$ cat src/rtl/cpu_run_pkg.sv
// Shared types and default constants for the core run sequencer.
package cpu_run_pkg;

  typedef enum logic [2:0] {
    ST_IDLE,
    ST_HOLD,
    ST_RUN,
    ST_DONE,
    ST_TMO
  } run_state_t;

  localparam int OUT_W_DEF         = 10;
  localparam int CNT_W_DEF         = 16;
  localparam int RST_HOLD_DEF      = 4;
  localparam int STABLE_CYCLES_DEF = 8;
  localparam int TIMEOUT_DEF       = 1000;

endpackage

$ cat src/rtl/cpu_run_ctrl_match_detect.sv
// Counts consecutive active cycles where the core out bus equals the completion value.
module run_match_detect
  import cpu_run_pkg::*;
#(
  parameter int OUT_W         = OUT_W_DEF,
  parameter int STABLE_CYCLES = STABLE_CYCLES_DEF
) (
  input  logic             i_clk,
  input  logic             i_reset,
  input  logic             i_clr,
  input  logic             i_en,
  input  logic [OUT_W-1:0] i_cpu_out,
  input  logic [OUT_W-1:0] i_done_val,
  output logic             o_hit
);

  localparam int MW = $clog2(STABLE_CYCLES + 1);

  logic [MW-1:0] r_match_cnt;
  logic          w_eq;

  assign w_eq = (i_cpu_out == i_done_val);
  // Look-ahead: the counter reaches STABLE_CYCLES at the coming edge.
  assign o_hit = i_en && w_eq && (r_match_cnt == MW'(STABLE_CYCLES - 1));

  always_ff @(posedge i_clk or negedge i_reset) begin
    if (!i_reset) begin
      r_match_cnt <= '0;
    end else if (i_clr) begin
      r_match_cnt <= '0;
    end else if (i_en) begin
      if (!w_eq)
        r_match_cnt <= '0;
      else if (r_match_cnt != MW'(STABLE_CYCLES))
        r_match_cnt <= r_match_cnt + MW'(1);
    end
  end

endmodule

$ cat src/rtl/cpu_run_ctrl.sv
// Run sequencer for the RISC-V core: reset hold, gated run, completion/watchdog stop.
module cpu_run_ctrl
  import cpu_run_pkg::*;
#(
  parameter int OUT_W         = OUT_W_DEF,
  parameter int CNT_W         = CNT_W_DEF,
  parameter int RST_HOLD      = RST_HOLD_DEF,
  parameter int STABLE_CYCLES = STABLE_CYCLES_DEF,
  parameter int TIMEOUT       = TIMEOUT_DEF
) (
  input  logic             i_clk,
  input  logic             i_reset,
  input  logic             i_start,
  input  logic             i_stop,
  input  logic [OUT_W-1:0] i_done_val,
  input  logic [OUT_W-1:0] i_cpu_out,
  output logic             o_cpu_rst,
  output logic             o_cg_en,
  output logic             o_busy,
  output logic             o_done,
  output logic             o_timeout,
  output logic [CNT_W-1:0] o_cycle_cnt,
  output logic [OUT_W-1:0] o_result
);

  localparam int HW = (RST_HOLD > 1) ? $clog2(RST_HOLD) : 1;

  run_state_t       r_state;
  logic [HW-1:0]    r_hold_cnt;
  logic             r_cpu_rst;
  logic             r_cg_en;
  logic             r_busy;
  logic             r_done;
  logic             r_timeout;
  logic [CNT_W-1:0] r_cycle_cnt;
  logic [OUT_W-1:0] r_result;

  logic w_idle_like;
  logic w_launch;
  logic w_active;
  logic w_hit;
  logic w_tmo_hit;

  assign w_idle_like = (r_state == ST_IDLE) || (r_state == ST_DONE) || (r_state == ST_TMO);
  assign w_launch    = w_idle_like && i_start;
  assign w_active    = (r_state == ST_RUN) && !i_stop;
  assign w_tmo_hit   = w_active && (r_cycle_cnt == CNT_W'(TIMEOUT - 1));

  run_match_detect #(
    .OUT_W         (OUT_W),
    .STABLE_CYCLES (STABLE_CYCLES)
  ) u_match (
    .i_clk      (i_clk),
    .i_reset    (i_reset),
    .i_clr      (w_launch),
    .i_en       (w_active),
    .i_cpu_out  (i_cpu_out),
    .i_done_val (i_done_val),
    .o_hit      (w_hit)
  );

  always_ff @(posedge i_clk or negedge i_reset) begin
    if (!i_reset) begin
      r_state     <= ST_IDLE;
      r_hold_cnt  <= '0;
      r_cpu_rst   <= 1'b1;
      r_cg_en     <= 1'b0;
      r_busy      <= 1'b0;
      r_done      <= 1'b0;
      r_timeout   <= 1'b0;
      r_cycle_cnt <= '0;
      r_result    <= '0;
    end else begin
      case (r_state)
        ST_IDLE, ST_DONE, ST_TMO: begin
          if (i_start) begin
            r_state     <= ST_HOLD;
            r_hold_cnt  <= '0;
            r_cpu_rst   <= 1'b1;
            r_cg_en     <= 1'b1;
            r_busy      <= 1'b1;
            r_done      <= 1'b0;
            r_timeout   <= 1'b0;
            r_cycle_cnt <= '0;
          end
        end
        ST_HOLD: begin
          if (r_hold_cnt == HW'(RST_HOLD - 1)) begin
            r_state   <= ST_RUN;
            r_cpu_rst <= 1'b0;
          end else begin
            r_hold_cnt <= r_hold_cnt + HW'(1);
          end
        end
        ST_RUN: begin
          r_cg_en <= !i_stop;
          if (w_active)
            r_cycle_cnt <= r_cycle_cnt + CNT_W'(1);
          // Completion takes priority over a watchdog expiring on the same cycle.
          if (w_hit) begin
            r_state  <= ST_DONE;
            r_cg_en  <= 1'b0;
            r_busy   <= 1'b0;
            r_done   <= 1'b1;
            r_result <= i_cpu_out;
          end else if (w_tmo_hit) begin
            r_state   <= ST_TMO;
            r_cg_en   <= 1'b0;
            r_busy    <= 1'b0;
            r_timeout <= 1'b1;
            r_result  <= i_cpu_out;
          end
        end
        default: r_state <= ST_IDLE;
      endcase
    end
  end

  assign o_cpu_rst   = r_cpu_rst;
  assign o_cg_en     = r_cg_en;
  assign o_busy      = r_busy;
  assign o_done      = r_done;
  assign o_timeout   = r_timeout;
  assign o_cycle_cnt = r_cycle_cnt;
  assign o_result    = r_result;

endmodule
$ cat config.mk
export PLATFORM = sky130hd
export DESIGN_NAME = cpu_run_ctrl
export DESIGN_NICKNAME = d
export VERILOG_FILES = /design/src/rtl/cpu_run_pkg.sv /design/src/rtl/cpu_run_ctrl_match_detect.sv /design/src/rtl/cpu_run_ctrl.sv
export SDC_FILE = /design/constraint.sdc
export NUM_CORES = 1
export LEC_CHECK = 0
export ABC_AREA = 1
export ABC_CLOCK_PERIOD_IN_PS = 1800
export CORE_ASPECT_RATIO = 0.9
export CORE_MARGIN = 2
export CORE_UTILIZATION = 50
export CTS_BUF_LIST = sky130_fd_sc_hd__clkbuf_16
export CTS_CLUSTER_DIAMETER = 80
export DETAILED_ROUTE_END_ITERATION = 8
export GPL_ROUTABILITY_DRIVEN = 1
export PLACE_DENSITY = 0.8
export SYNTH_ARGS = -nofsm -noshare
export SYNTH_HDL_FRONTEND = slang
export SYNTH_SLANG_ARGS = --single-unit
$ cat constraint.sdc
create_clock -name i_clk -period 1.8 [get_ports i_clk]
set_input_delay 0.36 -clock i_clk [delete_from_list [all_inputs] [get_ports i_clk]]
set_output_delay 0.36 -clock i_clk [all_outputs]
set_load 0.01 [all_outputs]
# After elaboration in Yosys (flattened, before gate mapping)
# Cells that the tools add are included.
[word_totals] register_bits=40 input_bits=24 output_inout_bits=31 wordCells=87
[op_classes] add_sub_neg=3 n_eq_ne=18 n_mux=32 n_reduce_logical=24
[ops] operator="16-bit 2-to-1 mux" count=2
[ops] operator="16-bit one-hot mux with 2 select lines" count=1
[ops] operator="10-bit 2-to-1 mux" count=2
[ops] operator="3-bit AND reduction" count=6
[ops] operator="16-bit by 1-bit adder with 16-bit output (second input constant)" count=1
[ops] operator="16-bit by 10-bit == test with 1-bit output (second input constant)" count=1
[ops] operator="4-bit 2-to-1 mux" count=4
[ops] operator="3-bit 2-to-1 mux" count=4
[ops] operator="10-bit == test" count=1
[ops] operator="1-bit 2-to-1 mux" count=10
[ops] operator="2-bit inequality test (second input constant)" count=5
[ops] operator="1-bit one-hot mux with 2 select lines" count=5
[ops] operator="3-bit one-hot mux with 3 select lines" count=1
[ops] operator="2-bit nonzero test" count=4
[ops] operator="3-bit by 2-bit == test with 1-bit output (second input constant)" count=2
[ops] operator="3-bit by 2-bit inequality test with 1-bit output (second input constant)" count=2
[ops] operator="2-bit AND reduction" count=3
[ops] operator="1-bit logical AND" count=5
[ops] operator="4-bit by 1-bit adder with 4-bit output (second input constant)" count=1
[ops] operator="4-bit by 3-bit == test with 1-bit output (second input constant)" count=1
[ops] operator="2-bit 2-to-1 mux" count=2
[ops] operator="2-bit by 1-bit inequality test with 1-bit output (second input constant)" count=2
[ops] operator="4-bit inequality test (second input constant)" count=1
[ops] operator="2-bit one-hot mux with 2 select lines" count=1
[ops] operator="other kinds (9)" count=10

# Longest topological paths before layout
# Gate-level depths: netlist (run 1).
[depth] depth_word=6 mapped_depth=12 depth_no_buf=12

# Modules after synthesis
# A second synthesis (run 1) with hierarchy kept.
[hier_totals] hier_cells=352 area_unflattened_um2=2506.2
[by_module_without_submodules] mod="cpu_run_ctrl" n_inst=1 cells_per_inst=250 area_each_um2=1959.4 seq_area_each_um2=902.1
[by_module_without_submodules] mod="run_match_detect" n_inst=1 cells_per_inst=102 area_each_um2=546.8 seq_area_each_um2=100.1

# Least setup slack after synthesis (run 1)
# OpenSTA, ideal clock, no wires.
[synth_path] path_type="reg2reg" startpoint="register r_cycle_cnt[0], in the netlist o_cycle_cnt[0]" endpoint="register r_state[0]" setup_ns=0.117 t_arrival_ns=1.363 required_time_ns=1.683 setup_slack_ns=0.320 path_stages_with_launch=13 n_path_buf=0 period_less_slack_ns=1.480 cell_sequence="dfrtp_1 ha_1 nand2_1 nor2_1 inv_1 nor2_1 nand3_1 nand2_1 inv_1 nand2_4 nand2_2 nand2_1 nand2_1"
[synth_via] elab_chain_cells=4
[synth_lines] item="from (decl)" line_no="cpu_run_ctrl.sv:35" text="logic [CNT_W-1:0] r_cycle_cnt;"
[synth_lines] item="from (signal assigned)" line_no="cpu_run_ctrl.sv:98" text="r_cycle_cnt <= r_cycle_cnt + CNT_W'(1);"
[synth_lines] item="16-bit by 10-bit == test with 1-bit output" line_no="cpu_run_ctrl.sv:47" text="assign w_tmo_hit = w_active && (r_cycle_cnt == CNT_W'(TIMEOUT - 1));"
[synth_lines] item="1-bit logical AND" line_no="cpu_run_ctrl.sv:47"
[synth_lines] item="3-bit by 2-bit inequality test with 1-bit output (no source line)"
[synth_lines] item="3-bit AND reduction (no source line)"
[synth_lines] item="to (signal assigned)" line_no="cpu_run_ctrl.sv:64" text="r_state <= ST_IDLE;"
[synth_lines] item="to (signal assigned)" line_no="cpu_run_ctrl.sv:77" text="r_state <= ST_HOLD;"
[synth_lines] item="to (signal assigned)" line_no="cpu_run_ctrl.sv:89" text="r_state <= ST_RUN;"
[synth_lines] item="to (decl)" line_no="cpu_run_ctrl.sv:28" text="run_state_t r_state;"
# Every way passes these cells.
# A chain may end at the register's enable or synchronous reset.

# Final worst setup path (run 1)
[layout_path] startpoint="input port i_done_val[9]" endpoint="register r_result[3], in the netlist o_result[3]"
[layout_via] elab_chain_cells=5 elab_cells_between_ends=6 cone_classes="eq/ne (1); mux (1); reduce/logical (4)"
[layout_lines] item="from (decl)" line_no="cpu_run_ctrl.sv:15" text="input logic [OUT_W-1:0] i_done_val,"
[layout_lines] item="10-bit == test *" line_no="cpu_run_ctrl_match_detect.sv:22" text="assign w_eq = (i_cpu_out == i_done_val);"
[layout_lines] item="1-bit logical AND * (2 in series)" line_no="cpu_run_ctrl_match_detect.sv:24" text="assign o_hit = i_en && w_eq && (r_match_cnt == MW'(STABLE_CYCLES - 1));"
[layout_lines] item="2-bit nonzero test (no source line)"
[layout_lines] item="2-bit AND reduction (no source line)"
[layout_lines] item="to (signal assigned)" line_no="cpu_run_ctrl.sv:105" text="r_result <= i_cpu_out;"
[layout_lines] item="to (signal assigned)" line_no="cpu_run_ctrl.sv:111" text="r_result <= i_cpu_out;"
[layout_lines] item="to (decl)" line_no="cpu_run_ctrl.sv:36" text="logic [OUT_W-1:0] r_result;"
# Every way passes the cells marked *; elsewhere a longest branch is shown, timed or not.

==> results of run 1 <==
## metal layers
| metal | share of wire [%] | routed length (um) | track usage [%] | vias up |
|---|---|---|---|---|
| met5 | 0 | 0 | 0 | - |
| met1 | 44 | 2850 | 31.1 | 1153 |
| met4 | 1.9 | 122 | 8.53 | 0 |
| li1 | - | - | - | 1204 |
| met3 | 5.1 | 329 | 4.91 | 16 |
| met2 | 49 | 3160 | 40.9 | 84 |
## what timing repair did
item / in CTS / in global routing
endpoints found under the setup margin: 8 / 24
buffers inserted: 1 / 2
pin swaps: 1 / 6
endpoints found under the hold margin: 0 / 0
gates resized for setup: 1 / 15
gates cloned: 1 / 0
## registers in the layout (all words and copies together), names as in the netlist
name,count
o_cg_en,1
o_busy,1
o_cpu_rst,1
u_match.r_match_cnt,4
o_done,1
o_cycle_cnt,16
o_result,10
r_hold_cnt,2
r_state,3
o_timeout,1
## critical path, cell delays in order
cell and delay [ps]:
sky130_fd_sc_hd__clkdlybuf4s50_1 500, sky130_fd_sc_hd__inv_1 50, sky130_fd_sc_hd__nand2_1 50, sky130_fd_sc_hd__nand2_1 60, sky130_fd_sc_hd__nor2_2 120, sky130_fd_sc_hd__nand2_2 80
sky130_fd_sc_hd__nor2_4 160, sky130_fd_sc_hd__nand3_4 160, sky130_fd_sc_hd__buf_4 190, sky130_fd_sc_hd__nand3_1 70, sky130_fd_sc_hd__nand2_1 70
## worst paths after layout
| kind | from | end | slack, ps |
|---|---|---|---|
| worst max register to register | r_state[0] | o_cycle_cnt[3] | 110 |
| min in group i_clk | i_cpu_out[6] | o_result[6] | 430 |
| worst max-delay path | i_done_val[9] | o_result[3] | 90 |
| worst min-delay path | i_reset | o_done | 20 |
| max in group asynchronous | i_reset | o_cpu_rst | 1230 |
| worst min register to register | o_cpu_rst | o_cpu_rst | 470 |
## metrics by stage
stage | utilization (%) | power, mW | TNS, ps | hold slack (ps)
3_3_place_gp | 69.3 | 2.29 | -4570 | 323
3_5_place_dp | 69.3 | 2.33 | -5840 | 331
4_1_cts | 72.8 | 3.20 | 0 | 29.5
5_1_grt | 73.9 | 3.43 | -21.9 | 48.8
2_1_floorplan | - | 1.86 | 0 | 64.4
6_report | 73.9 | 3.23 | 0 | 16.0
## placed cells by master (no fill, tap or decap), drive strengths merged, types with 6 or more instances in the layout
cell type | synthesis | final
nor3 | 9 | 9
buf | 5 | 26
dlymetal6s2s | 0 | 6
dfrtp | 39 | 39
o21ai | 9 | 9
inv | 41 | 43
a21oi | 11 | 11
xnor2 | 6 | 6
clkdlybuf4s50 | 0 | 47
nand4 | 6 | 6
nand2 | 113 | 113
nor2 | 36 | 36
nand3 | 31 | 32
## kinds of logic (layout without fill, tap and decap cells)
logic type / count (synthesis) / after routing / share of synthesized area, %
compound gates: 25 / 25 / 5.90
xor+xnor: 11 / 11 / 3.99
fa+ha+maj: 4 / 4 / 2.07
buf+inv: 47 / 128 / 8.80
flops: 40 / 40 / 41.5
simple gates: 200 / 201 / 37.8
## area by class of cell
class | instances | area, sq um
Timing Repair Buffer | 79 | 751
Clock inverter | 3 | 12.5
Sequential cell | 40 | 1000
Clock buffer | 5 | 125
Tap cell | 62 | 77.6
Fill cell | 374 | 1180
Multi-Input combinational cell | 241 | 1240
Inverter | 41 | 156
## power by group
| part | internal, mW | leakage, nW | switching [mW] | total, mW |
|---|---|---|---|---|
| Sequential | 1.04 | 0.538 | 0.112 | 1.15 |
| Combinational | 0.523 | 1.07 | 0.713 | 1.24 |
| Clock | 0.501 | 0.0762 | 0.344 | 0.845 |
==> metrics.log, run 1 <==
INFO  metric die_height = 69.9 um
INFO  metric chipWidth = 77.3 um
INFO  metric post_synthesis_cell_count = 327
INFO  metric cts_hold_buf = 0
INFO  metric finalWirelength = 6460 um
INFO  metric design.core.area = 4550 sq um
INFO  metric end_kind = flip-flop
INFO  metric fin_skew = 6.35 ps
INFO  metric max_freq = 0.586 GHz
INFO  metric share_of_final_layout_standard_cells_stronger_than_drive_strength_1 = 14.9%
INFO  metric ir_drop = 0.000528 V
INFO  metric gr-total-overflow = 0
INFO  metric placed_cell_area = 3150 sq um
INFO  metric final_min_period_over_clock_period = 94.8%
INFO  metric startpoint_type = input port
INFO  metric detailedPlace.worstSlack = -359 ps
INFO  metric final-hold-violation-count = 0
INFO  metric ys_seq_area_share = 41.5%
INFO  metric total_iterations_of_the_first_detailed_routing_run = 4
INFO  metric clock_tree.root_cell = sky130_fd_sc_hd__clkbuf_16
INFO  metric placement_rows = 23
INFO  metric grt_start_max_net_pins = 24
INFO  metric slew-limit-headroom = 70.3%
INFO  metric synth_cell_types = 36
INFO  metric async_reset_ff_share = 100%
INFO  metric grt_first_pass_wirelength = 10500 um
INFO  metric worst_slew_pin_slew = 446 ps
INFO  metric vias = 2457
INFO  metric post_synth_top_flop = sky130_fd_sc_hd__dfrtp_1
INFO  metric area_growth = 39.2%
INFO  metric grt_pass1_vias = 2285
INFO  metric routed_wire_length_per_instance = 13.7 um
INFO  metric ys_top_cells_by_count = sky130_fd_sc_hd__nand2_1 (108), sky130_fd_sc_hd__dfrtp_1 (39), sky130_fd_sc_hd__inv_1 (36)
INFO  metric io-pin-count = 55
INFO  metric insertedDiodeCount = 0
INFO  metric synthesis.area = 2420 sq um
INFO  metric layout_setup_ws = 93.7 ps
INFO  metric synthesized_area_divided_by_synthesized_cell_count = 7.39 sq um
INFO  metric synth_top_area_share = 40.4%
INFO  metric io_buffer_count = 54
INFO  metric synth_top_cells_by_area = sky130_fd_sc_hd__dfrtp_1 (40%), sky130_fd_sc_hd__nand2_1 (17%), sky130_fd_sc_hd__nand3_1 (5.8%)
INFO  metric tritoncts_num_sinks = 40
INFO  metric finish.net_count = 436
INFO  metric initial_core_util = 53.1%
INFO  metric power_density = 961 nW/um^2
INFO  metric detail_route.vias_per_cell = 5.22
INFO  metric cts.reportedPaths.clkPinSlew = 60 ps
INFO  metric hpwlAfterDp = 4670 um
INFO  metric run_status = finished clean
INFO  metric synth.largest_area_cell = sky130_fd_sc_hd__dfrtp_1
INFO  metric postSynthRegisterBits = 40
INFO  metric number_of_antenna_violations_at_the_first_check_in_global_routing = 0
INFO  metric timing.setup.critical_path_class = in -> reg
INFO  metric yosysMostFrequentCell = sky130_fd_sc_hd__nand2_1
INFO  metric reg2reg_depth = 8
INFO  metric drtIter0Drc = 92
INFO  metric cp_data_required_time = 1960 ps
INFO  metric placed_cells_incl_taps = 459
INFO  metric final_max_slew_viol_count = 0
INFO  metric number_of_enable_flip_flop_cells_after_synthesis = 0
INFO  metric cts_buffers = 5
INFO  metric gpl.final_weighted_congestion = 0.888
INFO  metric leakagePower = 1.68 nW
INFO  metric cap_violations = 0
INFO  metric postSynthNetCount = 355
INFO  metric critPathArrivalTime = 1870 ps
INFO  metric timing.hold.worst.class = in -> async
INFO  metric clk-insertion-delay-late = 280 ps
INFO  metric setup_viol = 0
INFO  metric die_area = 5410 sq um
INFO  metric htreeDepth = 2
INFO  metric yosys_warnings = 0
INFO  metric post-route-cell-area = 3360 sq um
INFO  metric period_needed = 1710 ps
INFO  metric cp_max_fo = 7
INFO  metric cts_max_path_buffers = 2
INFO  metric cts_tree = yes
INFO  metric global_route.usage.total = 24.3%
INFO  metric post_layout_nonfiller_instances = 471
INFO  metric detailed_route_drc_error_count = 0
INFO  metric remaining_number_of_nets_flagged_by_the_antenna_check_after_routing = 0
Note: power is estimated with default switching activity, not from simulation.
==> inputs of run 2 (changes only) <==
- CTS_CLUSTER_SIZE: unset -> 12
==> results of run 2 <==
No change in the layout: final DEF, timing and power equal those of run 1.
==> inputs of run 3 (changes only) <==
- ABC_CLOCK_PERIOD_IN_PS: 1800 -> 1400
- CORE_UTILIZATION: 50 -> 45
- CTS_CLUSTER_DIAMETER: 80 -> unset
- PLACE_DENSITY: 0.8 -> 0.76
- clock period: 1.8 -> 1.4 ns (I/O delays scaled with it)
==> metrics.log, run 3 (synthesis gave the netlist of run 1 again) <==
INFO  metric grt_pass1_vias = 2635 (was 2285)
INFO  metric final_max_slew_viol_count = 0 (unchanged)
INFO  metric detailed_route_drc_error_count = 0 (unchanged)
INFO  metric tritoncts_num_sinks = 40 (unchanged)
INFO  metric top_library_cells_by_usage_in_the_layout_fill_and_taps_aside = sky130_fd_sc_hd__nand2_1 (84), sky130_fd_sc_hd__buf_4 (62), sky130_fd_sc_hd__dlygate4sd2_1 (42) (was sky130_fd_sc_hd__nand2_1 (105), sky130_fd_sc_hd__clkdlybuf4s50_1 (47), sky130_fd_sc_hd__inv_1 (38), sky130_fd_sc_hd__dfrtp_1 (38), sky130_fd_sc_hd__nand3_1 (28))
INFO  metric chipWidth = 81.2 um (was 77.3 um)
INFO  metric vias = 2874 (was 2457)
INFO  metric global_route.usage.total = 26.5% (was 24.3%)
INFO  metric final_min_period_over_clock_period = 119%
INFO  metric io-pin-count = 55 (unchanged)
INFO  metric number_of_antenna_violations_at_the_first_check_in_global_routing = 0 (unchanged)
INFO  metric grt_first_pass_wirelength = 12100 um (was 10500 um)
INFO  metric die_area = 5970 sq um (was 5410 sq um)
INFO  metric routed_wire_length_per_instance = 16.1 um (was 13.7 um)
INFO  metric run_status = finished with violations (was finished clean)
INFO  metric final_common_cell = sky130_fd_sc_hd__nand2_1 (unchanged)
INFO  metric power_density = 1290 nW/um^2 (was 961 nW/um^2)
INFO  metric leakagePower = 2.16 nW (was 1.68 nW)
INFO  metric largest_register_ff_count = 16 (unchanged)
INFO  metric placed_cell_area = 3420 sq um (was 3150 sq um)
INFO  metric final-hold-violation-count = 0 (unchanged)
INFO  metric post-route-cell-area = 4070 sq um (was 3360 sq um)
INFO  metric max_freq = 0.600 GHz
INFO  metric timing.setup.critical_path_class = reg -> reg (was in -> reg)
INFO  metric startpoint_type = flip-flop (was input port)
INFO  metric slew-limit-headroom = 76.7% (was 70.3%)
INFO  metric setup_viol = 39 (was 0)
INFO  metric design.core.area = 5220 sq um (was 4550 sq um)
INFO  metric clock_tree.root_cell = sky130_fd_sc_hd__clkbuf_16 (unchanged)
INFO  metric gr-total-overflow = 0 (unchanged)
INFO  metric layout_setup_ws = -266 ps (was 93.7 ps)
INFO  metric cts_tree = yes (unchanged)
INFO  metric cap_violations = 0 (unchanged)
INFO  metric fin_skew = 5.89 ps (was 6.35 ps)
INFO  metric area_growth = 68.5% (was 39.2%)
INFO  metric total_iterations_of_the_first_detailed_routing_run = 5 (was 4)
INFO  metric finalWirelength = 8510 um (was 6460 um)
INFO  metric ir_drop = 0.000691 V (was 0.000528 V)
INFO  metric cts.reportedPaths.clkPinSlew = 60 ps (about the same)
INFO  metric timing.hold.worst.class = in -> reg (was in -> async)
INFO  metric cts_max_path_buffers = 2 (unchanged)
INFO  metric cp_data_required_time = 1560 ps (was 1960 ps)
INFO  metric hpwlAfterDp = 5000 um (was 4670 um)
INFO  metric clk-insertion-delay-late = 290 ps (was 280 ps)
INFO  metric finish.net_count = 488 (was 436)
INFO  metric violated_checks = setup timing
INFO  metric grt_start_max_net_pins = 30 (was 24)
INFO  metric rsz0062_at_grt = yes
INFO  metric end_kind = flip-flop (unchanged)
INFO  metric placement_rows = 25 (was 23)
INFO  metric share_of_final_layout_standard_cells_stronger_than_drive_strength_1 = 37.5% (was 14.9%)
INFO  metric io_buffer_count = 54 (unchanged)
INFO  metric cts_buffers = 5 (unchanged)
INFO  metric period_needed = 1670 ps
INFO  metric worst_slew_pin_slew = 350 ps (was 446 ps)
INFO  metric die_height = 73.5 um (was 69.9 um)
INFO  metric cp_max_fo = 6 (was 7)
INFO  metric remaining_number_of_nets_flagged_by_the_antenna_check_after_routing = 0 (unchanged)
INFO  metric detail_route.vias_per_cell = 5.44 (was 5.22)
INFO  metric hold_ws = 257 ps (was 16.0 ps)
INFO  metric htreeDepth = 2 (unchanged)
INFO  metric insertedDiodeCount = 0 (unchanged)
INFO  metric drtIter0Drc = 250 (was 92)
INFO  metric gpl.final_weighted_congestion = 0.914 (was 0.888)
INFO  metric initial_core_util = 46.3% (was 53.1%)
INFO  metric n_fill_cell = 360 (was 374)
INFO  metric critPathArrivalTime = 1830 ps (was 1870 ps)
run 3: worst paths after layout:
check | end | slack [ps] | depth (start not counted) | start
min in group asynchronous | o_result[3] | 410 | 2 | i_reset
min | o_result[6] | 260 | 3 | i_cpu_out[6]
max reg2reg | o_cycle_cnt[2] | -270 | 7 | r_state[0]
min reg2reg | o_cpu_rst | 470 | 2 | o_cpu_rst
max in group asynchronous | o_cpu_rst | 470 | 3 | i_reset
max | o_cycle_cnt[2] | -270 | 7 | r_state[0]
run 3: power by group:
part	internal, mW	leakage (nW)	switching, mW	total [mW]
logic	1.13	1.54	1.36	2.49
registers	1.34	0.535	0.142	1.48
clock network	0.831	0.0850	0.469	1.30
total	3.30	2.16	1.97	5.27
run 3: cell type report:
class                           count  area, sq um  share of cell area, %
Clock buffer                        5          125                   3.07
Clock inverter                      3         38.8                  0.953
Inverter                           41          174                   4.27
Multi-Input combinational cell    241         1520                   37.3
Sequential cell                    40         1010                   24.7
Tap cell                           67         83.8                   2.06
Timing Repair Buffer              131         1120                   27.6
run 3: per-layer routing:
layer  track usage, %  wire, um  up-vias
met1             32.1      3240     1371
met3             4.91       564       49
li1                 -         -     1308
met4             8.29       415        0
met2             47.8      4280      146
met5                0         0        -
run 3: through the flow:
step | setup slack (ps) | util, % | TNS, ps | cells | power, mW
2_1_floorplan | -42.0 | - | -284 | 327 | 2.40
3_3_place_gp | -589 | 65.6 | -14680 | 498 | 3.16
3_5_place_dp | -704 | 65.6 | -16850 | 498 | 3.22
4_1_cts | -139 | 72.7 | -3350 | 519 | 4.80
5_1_grt | -264 | 77.9 | -7040 | 528 | 5.51
6_report | -266 | 77.9 | -4710 | 528 | 5.27
run 3: repair_timing:
| action | in CTS | in global routing |
|---|---|---|
| hold buffers | 1 | 0 |
| pin swaps | 34 | 16 |
| setup endpoints to repair | 70 | 43 |
| resized for setup | 106 | 66 |
| hold endpoints to repair | 11 | 0 |
| buffers inserted | 11 | 11 |
| gates cloned | 1 | 0 |
run 3: worst max-delay path, stage by stage (launching register included):
cell                      delay (ps)
sky130_fd_sc_hd__dfrtp_2         460
sky130_fd_sc_hd__o21ai_2         250
sky130_fd_sc_hd__nor2_4           70
sky130_fd_sc_hd__nand2_4         110
sky130_fd_sc_hd__nand2_8          90
sky130_fd_sc_hd__buf_8           150
sky130_fd_sc_hd__a21oi_1         300
sky130_fd_sc_hd__nor3_2          100
